`config.mk`:
```
export PLATFORM = sky130hd
export DESIGN_NAME = cdb_arbiter_flat
export DESIGN_NICKNAME = d
export VERILOG_FILES = /design/src/rtl/cdb_pkg.sv /design/src/rtl/cdb_if.sv /design/src/rtl/cdb_fifo.sv /design/src/rtl/cdb_arbiter.sv /design/src/flat_wrapper.sv
export SDC_FILE = /design/constraint.sdc
export NUM_CORES = 1
export LEC_CHECK = 0
export ABC_AREA = 1
export CAP_MARGIN = 30
export CORE_ASPECT_RATIO = 1.4
export CORE_UTILIZATION = 30
export CTS_BUF_LIST = sky130_fd_sc_hd__clkbuf_8
export DETAILED_ROUTE_END_ITERATION = 8
export SETUP_SLACK_MARGIN = 0.4
export SYNTH_ARGS = -nofsm -noshare
export SYNTH_HDL_FRONTEND = slang
export SYNTH_HIERARCHICAL = 1
export SYNTH_SLANG_ARGS = --single-unit
```
`constraint.sdc`:
```
create_clock -name clk -period 4.05 [get_ports clk]
set_input_delay 1.0125 -clock clk [delete_from_list [all_inputs] [get_ports clk]]
set_output_delay 1.0125 -clock clk [all_outputs]
set_load 0.02 [all_outputs]
```
`src/rtl/cdb_pkg.sv`:
```
`default_nettype none
// +----------------------------------------------------------------------------+
// | Module      : cdb_pkg                                                      |
// | Description : Shared types and default widths for the CDB transmit side.   |
// | Revision    : 1.0 - initial release                                        |
// +----------------------------------------------------------------------------+
package cdb_pkg;

    localparam int c_WIDTH = 31;
    localparam int c_ROB   = 2;
    localparam int c_DEPTH = 2;

    typedef enum logic [0:0] {
        SRC_ALU    = 1'b0,
        SRC_BRANCH = 1'b1
    } cdb_src_t;

    typedef struct packed {
        logic [c_ROB:0]   rob;
        logic [c_WIDTH:0] result;
        logic             isBranch;
        logic [c_WIDTH:0] target;
        logic             mispredict;
    } cdb_entry_t;

    function automatic cdb_src_t otherSrc(input cdb_src_t s);
        return (s == SRC_ALU) ? SRC_BRANCH : SRC_ALU;
    endfunction

endpackage
`default_nettype wire

```
`src/rtl/cdb_if.sv`:
```
`default_nettype none
// +----------------------------------------------------------------------------+
// | Module      : cdb_if                                                       |
// | Description : Producer handshakes and CDB broadcast bundle.                |
// | Revision    : 1.0 - initial release                                        |
// +----------------------------------------------------------------------------+
interface cdb_if
    import cdb_pkg::*;
#(
    parameter int WIDTH = c_WIDTH,
    parameter int ROB   = c_ROB
);

    logic             aluValid;
    logic [ROB:0]     aluRob;
    logic [WIDTH:0]   aluResult;
    logic             aluReady;

    logic             brValid;
    logic [ROB:0]     brRob;
    logic [WIDTH:0]   brResult;
    logic [WIDTH:0]   brTarget;
    logic             brMispredict;
    logic             brReady;

    logic             cdbValid;
    logic [ROB:0]     cdbRob;
    logic [WIDTH:0]   cdbResult;
    logic             cdbIsBranch;
    logic [WIDTH:0]   cdbTarget;
    logic             cdbMispredict;

    modport master (
        output aluValid, aluRob, aluResult,
        output brValid, brRob, brResult, brTarget, brMispredict,
        input  aluReady, brReady,
        input  cdbValid, cdbRob, cdbResult, cdbIsBranch, cdbTarget, cdbMispredict
    );

    modport slave (
        input  aluValid, aluRob, aluResult,
        input  brValid, brRob, brResult, brTarget, brMispredict,
        output aluReady, brReady,
        output cdbValid, cdbRob, cdbResult, cdbIsBranch, cdbTarget, cdbMispredict
    );

endinterface
`default_nettype wire

```
`src/rtl/cdb_fifo.sv`:
```
`default_nettype none
// +----------------------------------------------------------------------------+
// | Module      : cdb_fifo                                                     |
// | Description : Small per-source result FIFO with synchronous flush.         |
// | Revision    : 1.0 - initial release                                        |
// +----------------------------------------------------------------------------+
module cdb_fifo
    import cdb_pkg::*;
#(
    parameter int  DEPTH = c_DEPTH,
    parameter type T     = cdb_entry_t
) (
    input  wire logic clk,
    input  wire logic globalReset,
    input  wire logic clear,
    input  wire logic pushValid,
    input  wire T     pushData,
    output logic      pushReady,
    input  wire logic popEn,
    output T          popData,
    output logic      empty
);

    localparam int c_AW = (DEPTH > 1) ? $clog2(DEPTH) : 1;
    localparam int c_PW = c_AW + 1;

    T                r_mem [DEPTH];
    logic [c_PW-1:0] r_wrPtr;
    logic [c_PW-1:0] r_rdPtr;
    logic            w_full;
    logic            w_empty;
    logic            w_push;
    logic            w_pop;

    // Extra pointer MSB tells a full buffer apart from an empty one.
    assign w_empty = (r_wrPtr == r_rdPtr);
    assign w_full  = (r_wrPtr[c_PW-1] != r_rdPtr[c_PW-1]) &&
                     (r_wrPtr[c_AW-1:0] == r_rdPtr[c_AW-1:0]);

    assign w_push    = pushValid && !w_full && !clear;
    assign w_pop     = popEn && !w_empty && !clear;
    assign pushReady = !w_full;
    assign empty     = w_empty;
    assign popData   = r_mem[r_rdPtr[c_AW-1:0]];

    always_ff @(posedge clk or negedge globalReset) begin
        if (!globalReset) begin
            r_wrPtr <= '0;
            r_rdPtr <= '0;
        end else if (clear) begin
            r_wrPtr <= '0;
            r_rdPtr <= '0;
        end else begin
            if (w_push) r_wrPtr <= r_wrPtr + c_PW'(1);
            if (w_pop)  r_rdPtr <= r_rdPtr + c_PW'(1);
        end
    end

    always_ff @(posedge clk) begin
        if (w_push) r_mem[r_wrPtr[c_AW-1:0]] <= pushData;
    end

endmodule
`default_nettype wire

```
`src/rtl/cdb_arbiter.sv`:
```
`default_nettype none
// +----------------------------------------------------------------------------+
// | Module      : cdb_arbiter                                                  |
// | Description : Round-robin ALU/branch arbiter driving a registered CDB.     |
// |               Define CDB_BYPASS_EN to let an empty, granted source skip    |
// |               its FIFO (1-cycle latency).                                  |
// | Revision    : 1.0 - initial release                                        |
// +----------------------------------------------------------------------------+
module cdb_arbiter
    import cdb_pkg::*;
#(
    parameter int WIDTH = c_WIDTH,
    parameter int ROB   = c_ROB,
    parameter int DEPTH = c_DEPTH
) (
    input  wire logic clk,
    input  wire logic globalReset,
    input  wire logic clear,
    cdb_if.slave      bus
);

    typedef struct packed {
        logic [ROB:0]   rob;
        logic [WIDTH:0] result;
        logic           isBranch;
        logic [WIDTH:0] target;
        logic           mispredict;
    } entry_t;

    entry_t   w_aluIn;
    entry_t   w_brIn;
    entry_t   w_aluHead;
    entry_t   w_brHead;
    entry_t   w_next;
    logic     w_aluEmpty;
    logic     w_brEmpty;
    logic     w_aluReq;
    logic     w_brReq;
    logic     w_grantAlu;
    logic     w_grantBr;
    logic     w_aluBypass;
    logic     w_brBypass;
    logic     w_aluPush;
    logic     w_brPush;

    entry_t   r_cdb;
    logic     r_cdbValid;
    cdb_src_t r_rrPtr;

    always_comb begin
        w_aluIn        = '0;
        w_aluIn.rob    = bus.aluRob;
        w_aluIn.result = bus.aluResult;

        w_brIn            = '0;
        w_brIn.rob        = bus.brRob;
        w_brIn.result     = bus.brResult;
        w_brIn.isBranch   = 1'b1;
        w_brIn.target     = bus.brTarget;
        w_brIn.mispredict = bus.brMispredict;
    end

`ifdef CDB_BYPASS_EN
    // An empty FIFO is never full, so a valid input there is always acceptable.
    assign w_aluReq    = !w_aluEmpty || bus.aluValid;
    assign w_brReq     = !w_brEmpty  || bus.brValid;
    assign w_aluBypass = w_grantAlu && w_aluEmpty;
    assign w_brBypass  = w_grantBr  && w_brEmpty;
`else
    assign w_aluReq    = !w_aluEmpty;
    assign w_brReq     = !w_brEmpty;
    assign w_aluBypass = 1'b0;
    assign w_brBypass  = 1'b0;
`endif

    assign w_grantAlu = w_aluReq && (!w_brReq || (r_rrPtr == SRC_ALU));
    assign w_grantBr  = w_brReq  && !w_grantAlu;

    assign w_aluPush = bus.aluValid && !w_aluBypass;
    assign w_brPush  = bus.brValid  && !w_brBypass;

    always_comb begin
        w_next = w_brEmpty ? w_brIn : w_brHead;
        if (w_grantAlu) w_next = w_aluEmpty ? w_aluIn : w_aluHead;
    end

    cdb_fifo #(
        .DEPTH (DEPTH),
        .T     (entry_t)
    ) u_aluFifo (
        .clk         (clk),
        .globalReset (globalReset),
        .clear       (clear),
        .pushValid   (w_aluPush),
        .pushData    (w_aluIn),
        .pushReady   (bus.aluReady),
        .popEn       (w_grantAlu),
        .popData     (w_aluHead),
        .empty       (w_aluEmpty)
    );

    cdb_fifo #(
        .DEPTH (DEPTH),
        .T     (entry_t)
    ) u_brFifo (
        .clk         (clk),
        .globalReset (globalReset),
        .clear       (clear),
        .pushValid   (w_brPush),
        .pushData    (w_brIn),
        .pushReady   (bus.brReady),
        .popEn       (w_grantBr),
        .popData     (w_brHead),
        .empty       (w_brEmpty)
    );

    // Fields other than valid hold when idle; consumers qualify on cdbValid.
    always_ff @(posedge clk or negedge globalReset) begin
        if (!globalReset) begin
            r_cdbValid <= 1'b0;
            r_cdb      <= '0;
            r_rrPtr    <= SRC_ALU;
        end else if (clear) begin
            r_cdbValid <= 1'b0;
            r_rrPtr    <= SRC_ALU;
        end else begin
            r_cdbValid <= w_grantAlu || w_grantBr;
            if (w_grantAlu || w_grantBr) r_cdb <= w_next;
            if (w_aluReq && w_brReq)     r_rrPtr <= otherSrc(r_rrPtr);
        end
    end

    assign bus.cdbValid      = r_cdbValid;
    assign bus.cdbRob        = r_cdb.rob;
    assign bus.cdbResult     = r_cdb.result;
    assign bus.cdbIsBranch   = r_cdb.isBranch;
    assign bus.cdbTarget     = r_cdb.target;
    assign bus.cdbMispredict = r_cdb.mispredict;

endmodule
`default_nettype wire

```
`src/flat_wrapper.sv`:
```
// flat-port wrapper written by rule: the top's interface ports become plain ports
module cdb_arbiter_flat import cdb_pkg::*;
#(
    parameter int WIDTH = c_WIDTH,
    parameter int ROB   = c_ROB,
    parameter int DEPTH = c_DEPTH
)
  (clk, globalReset, clear, bus_aluValid, bus_aluRob, bus_aluResult, bus_brValid, bus_brRob, bus_brResult, bus_brTarget, bus_brMispredict, bus_aluReady, bus_brReady, bus_cdbValid, bus_cdbRob, bus_cdbResult, bus_cdbIsBranch, bus_cdbTarget, bus_cdbMispredict);
  cdb_if #(.WIDTH(WIDTH), .ROB(ROB)) bus_i ();
  input  wire logic clk;
  input  wire logic globalReset;
  input  wire logic clear;
  input wire logic [$bits(bus_i.aluValid)-1:0] bus_aluValid;
  input wire logic [$bits(bus_i.aluRob)-1:0] bus_aluRob;
  input wire logic [$bits(bus_i.aluResult)-1:0] bus_aluResult;
  input wire logic [$bits(bus_i.brValid)-1:0] bus_brValid;
  input wire logic [$bits(bus_i.brRob)-1:0] bus_brRob;
  input wire logic [$bits(bus_i.brResult)-1:0] bus_brResult;
  input wire logic [$bits(bus_i.brTarget)-1:0] bus_brTarget;
  input wire logic [$bits(bus_i.brMispredict)-1:0] bus_brMispredict;
  output wire logic [$bits(bus_i.aluReady)-1:0] bus_aluReady;
  output wire logic [$bits(bus_i.brReady)-1:0] bus_brReady;
  output wire logic [$bits(bus_i.cdbValid)-1:0] bus_cdbValid;
  output wire logic [$bits(bus_i.cdbRob)-1:0] bus_cdbRob;
  output wire logic [$bits(bus_i.cdbResult)-1:0] bus_cdbResult;
  output wire logic [$bits(bus_i.cdbIsBranch)-1:0] bus_cdbIsBranch;
  output wire logic [$bits(bus_i.cdbTarget)-1:0] bus_cdbTarget;
  output wire logic [$bits(bus_i.cdbMispredict)-1:0] bus_cdbMispredict;
  assign bus_i.aluValid = bus_aluValid;
  assign bus_i.aluRob = bus_aluRob;
  assign bus_i.aluResult = bus_aluResult;
  assign bus_i.brValid = bus_brValid;
  assign bus_i.brRob = bus_brRob;
  assign bus_i.brResult = bus_brResult;
  assign bus_i.brTarget = bus_brTarget;
  assign bus_i.brMispredict = bus_brMispredict;
  assign bus_aluReady = bus_i.aluReady;
  assign bus_brReady = bus_i.brReady;
  assign bus_cdbValid = bus_i.cdbValid;
  assign bus_cdbRob = bus_i.cdbRob;
  assign bus_cdbResult = bus_i.cdbResult;
  assign bus_cdbIsBranch = bus_i.cdbIsBranch;
  assign bus_cdbTarget = bus_i.cdbTarget;
  assign bus_cdbMispredict = bus_i.cdbMispredict;
  cdb_arbiter #(.WIDTH(WIDTH), .ROB(ROB), .DEPTH(DEPTH)) u_core (.clk(clk), .globalReset(globalReset), .clear(clear), .bus(bus_i));
endmodule
```
# Word-level counts from Yosys, hierarchy flattened
# Memory sizes are Yosys's and may differ from the RTL's.
# Index checks and enable logic that the tools add are counted.
[totals]
ff_bits = 79
ramBits = 206
in_bits = 108
out_inout_bits = 72
elab_cells = 71
n_memories = 2
[memory_table]
columns = ["name", "words", "word_bits", "read_ports", "rd_ports_with_merged_regs", "write_ports", "line", "text"]
rows = [
  ["u_core.u_brFifo.r_mem", 2, 68, 1, 0, 1, "cdb_fifo.sv:27", "T r_mem [DEPTH];"],
  ["u_core.u_aluFifo.r_mem", 2, 35, 1, 0, 1, "cdb_fifo.sv:27", ""],
]
[classes]
add_sub_neg = 4
eq_ne = 6
mux = 19
bitwise_logic = 2
reduce_logical = 27
[ops]
columns = ["cell", "count"]
rows = [
  ["$mux W69", 3],
  ["$mux W2", 8],
  ["$logic_and A1 B1 Y1", 13],
  ["$reduce_bool A2 Y1", 5],
  ["$add A2 B1 Y2 const B", 4],
  ["$mux W1", 8],
  ["$logic_not A1 Y1", 6],
  ["$eq A2 B2 Y1", 2],
  ["$eq A1 B1 Y1", 2],
  ["$logic_or A1 B1 Y1", 2],
  ["$ne A1 B1 Y1", 2],
  ["$not A1 Y1", 2],
  ["$reduce_and A2 Y1", 1],
]

# Logic depth before layout (Yosys ltp)
# Gate-level depths: netlist (run 1).
[logic_depth]
word_depth = 9
mapped_depth = 14
mapped_depth_nobuf = 11

# Hierarchy
# The synthesis (run 1) kept the hierarchy.
[modules_own_cells]
columns = ["module", "n_inst", "cells_per_inst", "area_per_inst_um2", "seq_area_each_um2"]
rows = [
  ["cdb_fifo", 2, 404, 5273.8, 4244.1],
  ["cdb_arbiter", 1, 860, 5126.2, 1776.7],
]

# Worst setup path after synthesis (run 1)
# OpenSTA, ideal clock, no wires.
[synth_path]
path_kind = "input -> register"
startpoint = "in bus_brValid"
endpoint = "mem u_core/u_brFifo/r_mem[1][0] (netlist bit), enable pin"
setup_time_ps = 483
arrival_time_ps = 3723
required_ps = 3567
slack_ps = -156
cell_stages = 2
path_buffers = 0
cell_sequence = "nand2_2 -> nor3_2"
[synth_between]
elab_chain_len = 4
[synth_rtl]
columns = ["element", "line", "text"]
rows = [
  ["start, declared", "flat_wrapper.sv:16", "input wire logic [$bits(bus_i.brValid)-1:0] bus_brValid;"],
  ["$logic_and A1 B1 Y1 (2 in a row)", "cdb_fifo.sv:40", "assign w_push = pushValid && !w_full && !clear;"],
  ["$mux W1", "cdb_fifo.sv:60", "if (w_push) r_mem[r_wrPtr[c_AW-1:0]] <= pushData;"],
  ["$mux W1 (implied by the code)", "cdb_fifo.sv:60", ""],
  ["end, declared", "cdb_fifo.sv:27", ""],
]
# No other way between the ends.

# Final worst setup path (run 1)
[layout_path]
startpoint = "reg u_core.u_brFifo.r_wrPtr[0]"
endpoint = "reg u_core.r_cdb (netlist bit u_core/bus.cdbResult[13])"
[layout_between]
elab_chain_len = 7
word_cells_on_any_way = 10
cone_classes = "eq/ne (1); mux (2); reduce/logical (7)"
[layout_rtl]
columns = ["element", "line", "text"]
rows = [
  ["start, declared", "cdb_fifo.sv:28", "logic [c_PW-1:0] r_wrPtr;"],
  ["start signal, assigned", "cdb_fifo.sv:54", "if (w_push) r_wrPtr <= r_wrPtr + c_PW'(1);"],
  ["$eq A2 B2 Y1 *", "cdb_fifo.sv:36", "assign w_empty = (r_wrPtr == r_rdPtr);"],
  ["net u_core.w_brEmpty", "cdb_arbiter.sv:36", "logic w_brEmpty;"],
  ["$logic_or A1 B1 Y1", "cdb_arbiter.sv:76", "assign w_grantAlu = w_aluReq && (!w_brReq || (r_rrPtr == SRC_ALU));"],
  ["$logic_and A1 B1 Y1", "cdb_arbiter.sv:76", ""],
  ["$logic_not A1 Y1", "cdb_arbiter.sv:77", "assign w_grantBr = w_brReq && !w_grantAlu;"],
  ["$logic_and A1 B1 Y1", "cdb_arbiter.sv:77", ""],
  ["$logic_or A1 B1 Y1", "cdb_arbiter.sv:128", "if (w_grantAlu || w_grantBr) r_cdb <= w_next;"],
  ["$reduce_and A2 Y1 (no source line)", "n/a", ""],
  ["end signal, assigned", "cdb_arbiter.sv:128", ""],
  ["end, declared", "cdb_arbiter.sv:46", "entry_t r_cdb;"],
]
# Mark *: on every way through the listed nets, which the timed path passes. The rest lies on a longest branch.
# A chain may end at the register's enable or synchronous reset.

==> metrics.cfg, run 1 <==
[timing]
period_minus_slack_ns=3.15
relSlewSlack_pct=38.4
setup_viol_count_final=0
setup_tns_ns=0
max_freq_mhz=317
maxSlewViolCount=0
rsz0062_at_grt=no
post-route-period-util_pct=77.8
hold_viol=0
tightest_slew_ns=0.923
fin_skew_ns=0.0227

[clock_tree]
clock-root-buffer=clkbuf_8
htree_levels=2
clk_pin_slew_ns=0.06
cts_sinks=355
postCtsHoldBufs=0
cts_setup_buffers=0
ctsResizeCount=0
cts_tree=yes
clockBufferDepth=3
numCtsBuffers=52
clk_latency_ns=0.60

[synth]
synth.area.top_cells=edfxtp_1, nand2_1, dfrtp_1
synth.distinct_cells=20
seq_area_frac_synth_pct=65.5
synthCells=1668
synthesis.area_sq_mm=0.0157
synth_area_per_cell_sq_um=9.40
ys_warn_count=6
synth.top_cell.area_share_pct=52.9
synth_area_leader_cell=edfxtp_1
synth-seq-cells=355

[drt]
via_count=11300
first_pass_iters=5
routed_via_density=4.35
wirelength_um=41800
remaining_drc_errors=0
drtIter0Drc=723
routedWlPerCell_um=16.0
ant_nets=0

[worst_setup_path]
crit_required_ns=4.59
worstPathArrival_ns=3.69
cp_num_buf_inv=3
crit_top_cell=nand2_1
critPathMaxFanout=69
crit_path_end_kind=flip-flop
start_kind=flip-flop
critPathMaxStageDelay_ns=0.61
critical_path.top_delay_family=simple AND/OR/NAND/NOR gates
critPathSlowestCell=nand2_4
cp_cell_sequence=inv_2 > nand2_1 > nand2_2 > nand2_2 > clkinv_2 > clkinv_2 > nand2_4 > nand2_4 > nand2_1 > nand3_1 > nand2_1
worstSetupPathType=reg -> reg

[cells_and_area]
seq_area_sq_mm=0.0103
fin_area_sq_mm=0.0194
drive_gt1_share_pct=5.90
multiInputGateArea_sq_mm=0.00468
fillers=5066
finalNetCount=2017
area_growth_pct=23.5
instances_no_fill=2603

[pwr]
power.clock.fraction_pct=23.6
power_switching_mw=4.30
ir_worst_vdd_mv=0.301
power_frac_comb_pct=34.6
power_mw=11.6
p_seq_share_pct=41.9
switching_share_pct=37.0
p_int_mw=7.30
leakage_nw=8.89
p_per_area_mw_per_mm2=599

[global_route]
use_met2_pct=27.3
grt_first_pass_wirelength_um=64500
grt_max_degree=73
antenna_found_initial=11
use_met3_pct=3.49
use_met1_pct=18.9
top_usage_layer=met2
gr-usage-all-layers_pct=15.7
grt_pass1_vias=11200
overflow=0

[die]
die_h_um=272
core_area_sq_mm=0.0514
dieArea_sq_mm=0.0532
io_pins=180
initial_utilization_pct=30.5
fp.dieW_um=195
rows=98

[placement]
numPortBuffers=179
place_area_sq_mm=0.0184
gp_routability_congestion=0.759
dp.cells=2505
hpwl_um=25900

[hold_path]
hold_path.class=in -> async

[run_status]
status=finished clean

[job]
maxCapViolCount=0

cells by family after synthesis:
| family | synth area share [%] |
|---|---|
| AND/OR/NAND/NOR | 27.8 |
| AO/OA/AOI/OAI | 0.239 |
| flip-flops | 65.5 |
| other | 0.0479 |
| buffers and inverters | 6.40 |
power by group through the flow:
stage	sequential [mW]	clock (mW)	combinational, mW
floorplan	5.18	0	2.07
global placement	4.94	0	4.00
detailed placement	4.94	0	4.04
CTS	4.87	2.82	4.06
global route	4.91	2.96	4.45
finish	4.86	2.73	4.01
layout make-up:
cell class | instances | share of cell area, %
Antenna cell | 4 | 0.0517
Clock buffer | 58 | 4.12
Clock inverter | 36 | 0.885
Inverter | 171 | 3.36
Multi-Input combinational cell | 1130 | 24.2
Sequential cell | 355 | 53.1
Tap cell | 650 | 4.20
Timing Repair Buffer | 199 | 10.1
worst register-to-register path: cells and delay by family (launching register included):
family,cells,cell delay (ns)
buffers and inverters,3,0.64
flip-flops,1,0.44
AND/OR/NAND/NOR,8,2.02
worst paths after layout:
| kind | from | end | slack (ns) | cells after the start |
|---|---|---|---|---|
| worst max-delay path | u_core/u_brFifo/r_wrPtr[0] | u_core/bus.cdbResult[13] | 0.90 | 11 |
| min in group clk | u_core/bus.cdbTarget[25] | u_core/bus.cdbTarget[25] | 0.49 | 2 |
| worst min-delay path | globalReset | u_core/bus.cdbResult[7] | 0.46 | 1 |
| worst max register to register | u_core/u_brFifo/r_wrPtr[0] | u_core/bus.cdbResult[13] | 0.90 | 11 |
| worst min register to register | u_core/bus.cdbTarget[25] | u_core/bus.cdbTarget[25] | 0.49 | 2 |
| max in group asynchronous | globalReset | u_core/bus.cdbResult[20] | 2.74 | 2 |
cell usage in the layout, fill, tap and decap left out:
cell / instances
clkinvlp_4: 1
nand2_4: 2
a21oi_4: 2
diode_2: 4
nor2_1: 6
nor3_1: 1
edfxtp_1: 276
bufinv_16: 1
clkinv_1: 6
inv_1: 184
a21oi_1: 1
buf_12: 2
nand4_1: 8
buf_4: 20
nor3_4: 2
nand2_1: 889
clkdlybuf4s50_1: 177
nand2_2: 10
nand3_1: 77
clkinv_2: 12
clkbuf_8: 58
nand3b_1: 61
dfrtp_4: 2
inv_2: 3
nor3b_1: 1
conb_1: 70
dfrtp_1: 77
flip-flops by register name, indices dropped and copies added (netlist names):
register and cells:
u_core/bus.cdbTarget 32, u_core/bus.cdbIsBranch 1, u_core/u_aluFifo/r_mem 138, u_core/bus.cdbResult 32
u_core/u_aluFifo/r_wrPtr 2, u_core/u_brFifo/r_rdPtr 2, u_core/u_aluFifo/r_rdPtr 2, u_core/r_rrPtr 1
u_core/u_brFifo/r_mem 138, u_core/bus.cdbRob 3, u_core/bus.cdbValid 1, u_core/u_brFifo/r_wrPtr 2
u_core/bus.cdbMispredict 1
through the flow:
stage                     utilization (%)  hold WS, ns  setup WS, ns
after floorplan                         -        0.534         0.896
after global placement               35.8        0.467         0.963
after detailed placement             35.8        0.471         0.895
after CTS                            37.7        0.454         0.871
after global routing                 37.7        0.502         0.653
final                                37.7        0.462         0.900
synthesized netlist by cell type, drive strengths merged:
master	n
nand4	8
nor3b	1
dfrtp	79
nand3b	61
inv	171
nand2	901
conb	2
nor2	6
buf	33
edfxtp	276
a21oi	3
clkbuf	47
nor3	3
nand3	77
metal layers:
layer,vias to the layer above,wire length (um),share of wire [%]
li1,5663,-,-
met1,5298,17500,42
met2,256,20500,49
met3,80,2450,5.9
met4,14,1180,2.8
met5,-,82,0.20
(Power assumes the default switching activity.)
==> run 2, diff against run 1 <==
clock period = 3 ns   (was 4.05 ns; I/O delays follow)
==> metrics.cfg, run 2 (synthesis gave the netlist of run 1 again) <==
[run_status]
status=finished clean  ; unchanged

[drt]
ant_nets=0  ; unchanged
drtIter0Drc=578  ; was 723
first_pass_iters=6  ; was 5
routed_via_density=4.35  ; about the same
via_count=11400  ; was 11300
remaining_drc_errors=0  ; unchanged
routedWlPerCell_um=16.0  ; about the same
wirelength_um=42000  ; was 41800 um

[timing]
max_freq_mhz=407
setup_ws_ns=0.544  ; was 0.900 ns
setup_tns_ns=0  ; unchanged
worst_hold_slack_ns=0.148  ; was 0.462 ns
period_minus_slack_ns=2.46
relSlewSlack_pct=36.9  ; was 38.4%
rsz0062_at_grt=no  ; unchanged
maxSlewViolCount=0  ; unchanged
post-route-period-util_pct=81.9
hold_viol=0  ; unchanged
fin_skew_ns=0.0295  ; was 0.0227 ns
setup_viol_count_final=0  ; unchanged
tightest_slew_ns=0.946  ; was 0.923 ns

[global_route]
overflow=0  ; unchanged
grt_first_pass_wirelength_um=64500  ; about the same
grt_max_degree=72  ; was 73
grt_pass1_vias=11400  ; was 11200
gr-usage-all-layers_pct=15.8  ; was 15.7%
antenna_found_initial=7  ; was 11

[worst_setup_path]
ff2ff_path_depth=11  ; unchanged
crit_path_end_kind=output port  ; was flip-flop
regToRegSetupSlack_ns=0.63  ; was 0.90 ns
worstPathArrival_ns=1.71  ; was 3.69 ns
worstSetupPathType=reg -> out  ; was reg -> reg
start_kind=flip-flop  ; unchanged
critPathMaxFanout=4  ; was 69
crit_start=u_core/u_brFifo/r_wrPtr[0]  ; unchanged
crit_required_ns=2.25  ; was 4.59 ns
timing.rr.start=u_core/u_aluFifo/r_wrPtr[0]  ; was u_core/u_brFifo/r_wrPtr[0]

[placement]
place_area_sq_mm=0.0185  ; was 0.0184 sq mm
place_worst_setup_slack_ns=0.433  ; was 0.895 ns
numPortBuffers=179  ; unchanged
gp_routability_congestion=0.817  ; was 0.759
hpwl_um=25700  ; was 25900 um

[clock_tree]
clk_pin_slew_ns=0.06  ; about the same
htree_levels=2  ; unchanged
clock-root-buffer=clkbuf_8  ; unchanged
cts_tree=yes  ; unchanged
clockBufferDepth=3  ; unchanged
numCtsBuffers=54  ; was 52
cts_sinks=355  ; unchanged
clk_latency_ns=0.63  ; was 0.60 ns

[cells_and_area]
finalNetCount=2028  ; was 2017
drive_gt1_share_pct=7.17  ; was 5.90%
fillers=5044  ; was 5066
mostFrequentLayoutCell=nand2_1  ; unchanged
final_cell_mix=nand2_1, edfxtp_1, clkdlybuf4s50_1, inv_1  ; was nand2_1, edfxtp_1, inv_1, clkdlybuf4s50_1
area_growth_pct=25.9  ; was 23.5%
seq_area_sq_mm=0.0103  ; unchanged
fin_area_sq_mm=0.0197  ; was 0.0194 sq mm
fin_util_pct=38.4  ; was 37.7%
multiInputGateArea_sq_mm=0.00470  ; was 0.00468 sq mm

[die]
fp.dieW_um=195  ; unchanged
initial_utilization_pct=30.5  ; unchanged
core_area_sq_mm=0.0514  ; unchanged
rows=98  ; unchanged
io_pins=180  ; unchanged
dieArea_sq_mm=0.0532  ; unchanged
die_h_um=272  ; unchanged

[pwr]
ir_worst_vdd_mv=0.511  ; was 0.301 mV
leakage_nw=9.03  ; was 8.89 nW
p_per_area_mw_per_mm2=828  ; was 599 mW/mm^2

[job]
maxCapViolCount=0  ; unchanged

[hold_path]
hold_path.class=in -> async  ; unchanged

[run 2: cell types whose count changed in the layout (fill, tap and decap cells not counted), sizes merged]
cell | before | now
clkinvlp | 1 | 3
clkbuf | 58 | 61
clkinv | 18 | 24
bufinv | 1 | 5
inv | 187 | 180
clkdlybuf4s50 | 177 | 176
buf | 22 | 31
clkdlybuf4s15 | 0 | 1
[run 2: cell type report]
type | instances | area share, %
sequential | 355 | 52.1
multi-input combinational | 1130 | 23.8
timing repair buffer | 208 | 10.7
clock buffer | 61 | 4.25
tap | 650 | 4.12
inverter | 171 | 3.31
clock inverter | 41 | 1.67
antenna | 4 | 0.0507
[run 2: per-layer routing]
metal	part of all wire (%)	up-vias	track usage, %
met5	0.079	-	0
met4	2.7	6	6.22
met3	6.1	74	3.03
met2	51	326	28.4
met1	40	5286	18.3
li1	-	5692	-
[run 2: path summary, 6_finish.rpt]
check	end
min in group clk	u_core/bus.cdbResult[7]
worst min-delay path	u_core/bus.cdbResult[7]
worst max register to register	u_core/bus.cdbResult[11]
worst max-delay path	bus_brReady
max in group asynchronous	u_core/u_aluFifo/r_rdPtr[0]
worst min register to register	u_core/bus.cdbResult[7]
[run 2: worst max-delay path, cell delays in order (launching register included)]
cell and delay, ns:
dfrtp_1 0.42, inv_2 0.12, nand2_1 0.07, nand2_2 0.10, nand2_4 0.08, clkdlybuf4s15_2 0.29
[run 2: metrics by stage]
step                      instances  total power, mW
after floorplan                1736             9.81
after global placement         2514             12.1
after detailed placement       2514             12.2
after CTS                      2616             16.5
after global routing           2619             17.4
final                          2620             16.3
[run 2: repair_timing]
action / 4_1_cts / 5_1_grt
gates resized for setup: 3 / 1
setup endpoints to repair: 1 / 33
hold buffers: 0 / 0
buffers inserted: 0 / 0
[run 2: power by group]
part / switching [mW] / leakage (nW) / internal [mW]
sequential: 0.418 / 3.50 / 6.03
combinational: 3.54 / 4.88 / 2.05
clock: 1.98 / 0.644 / 2.32
total: 5.93 / 9.03 / 10.4
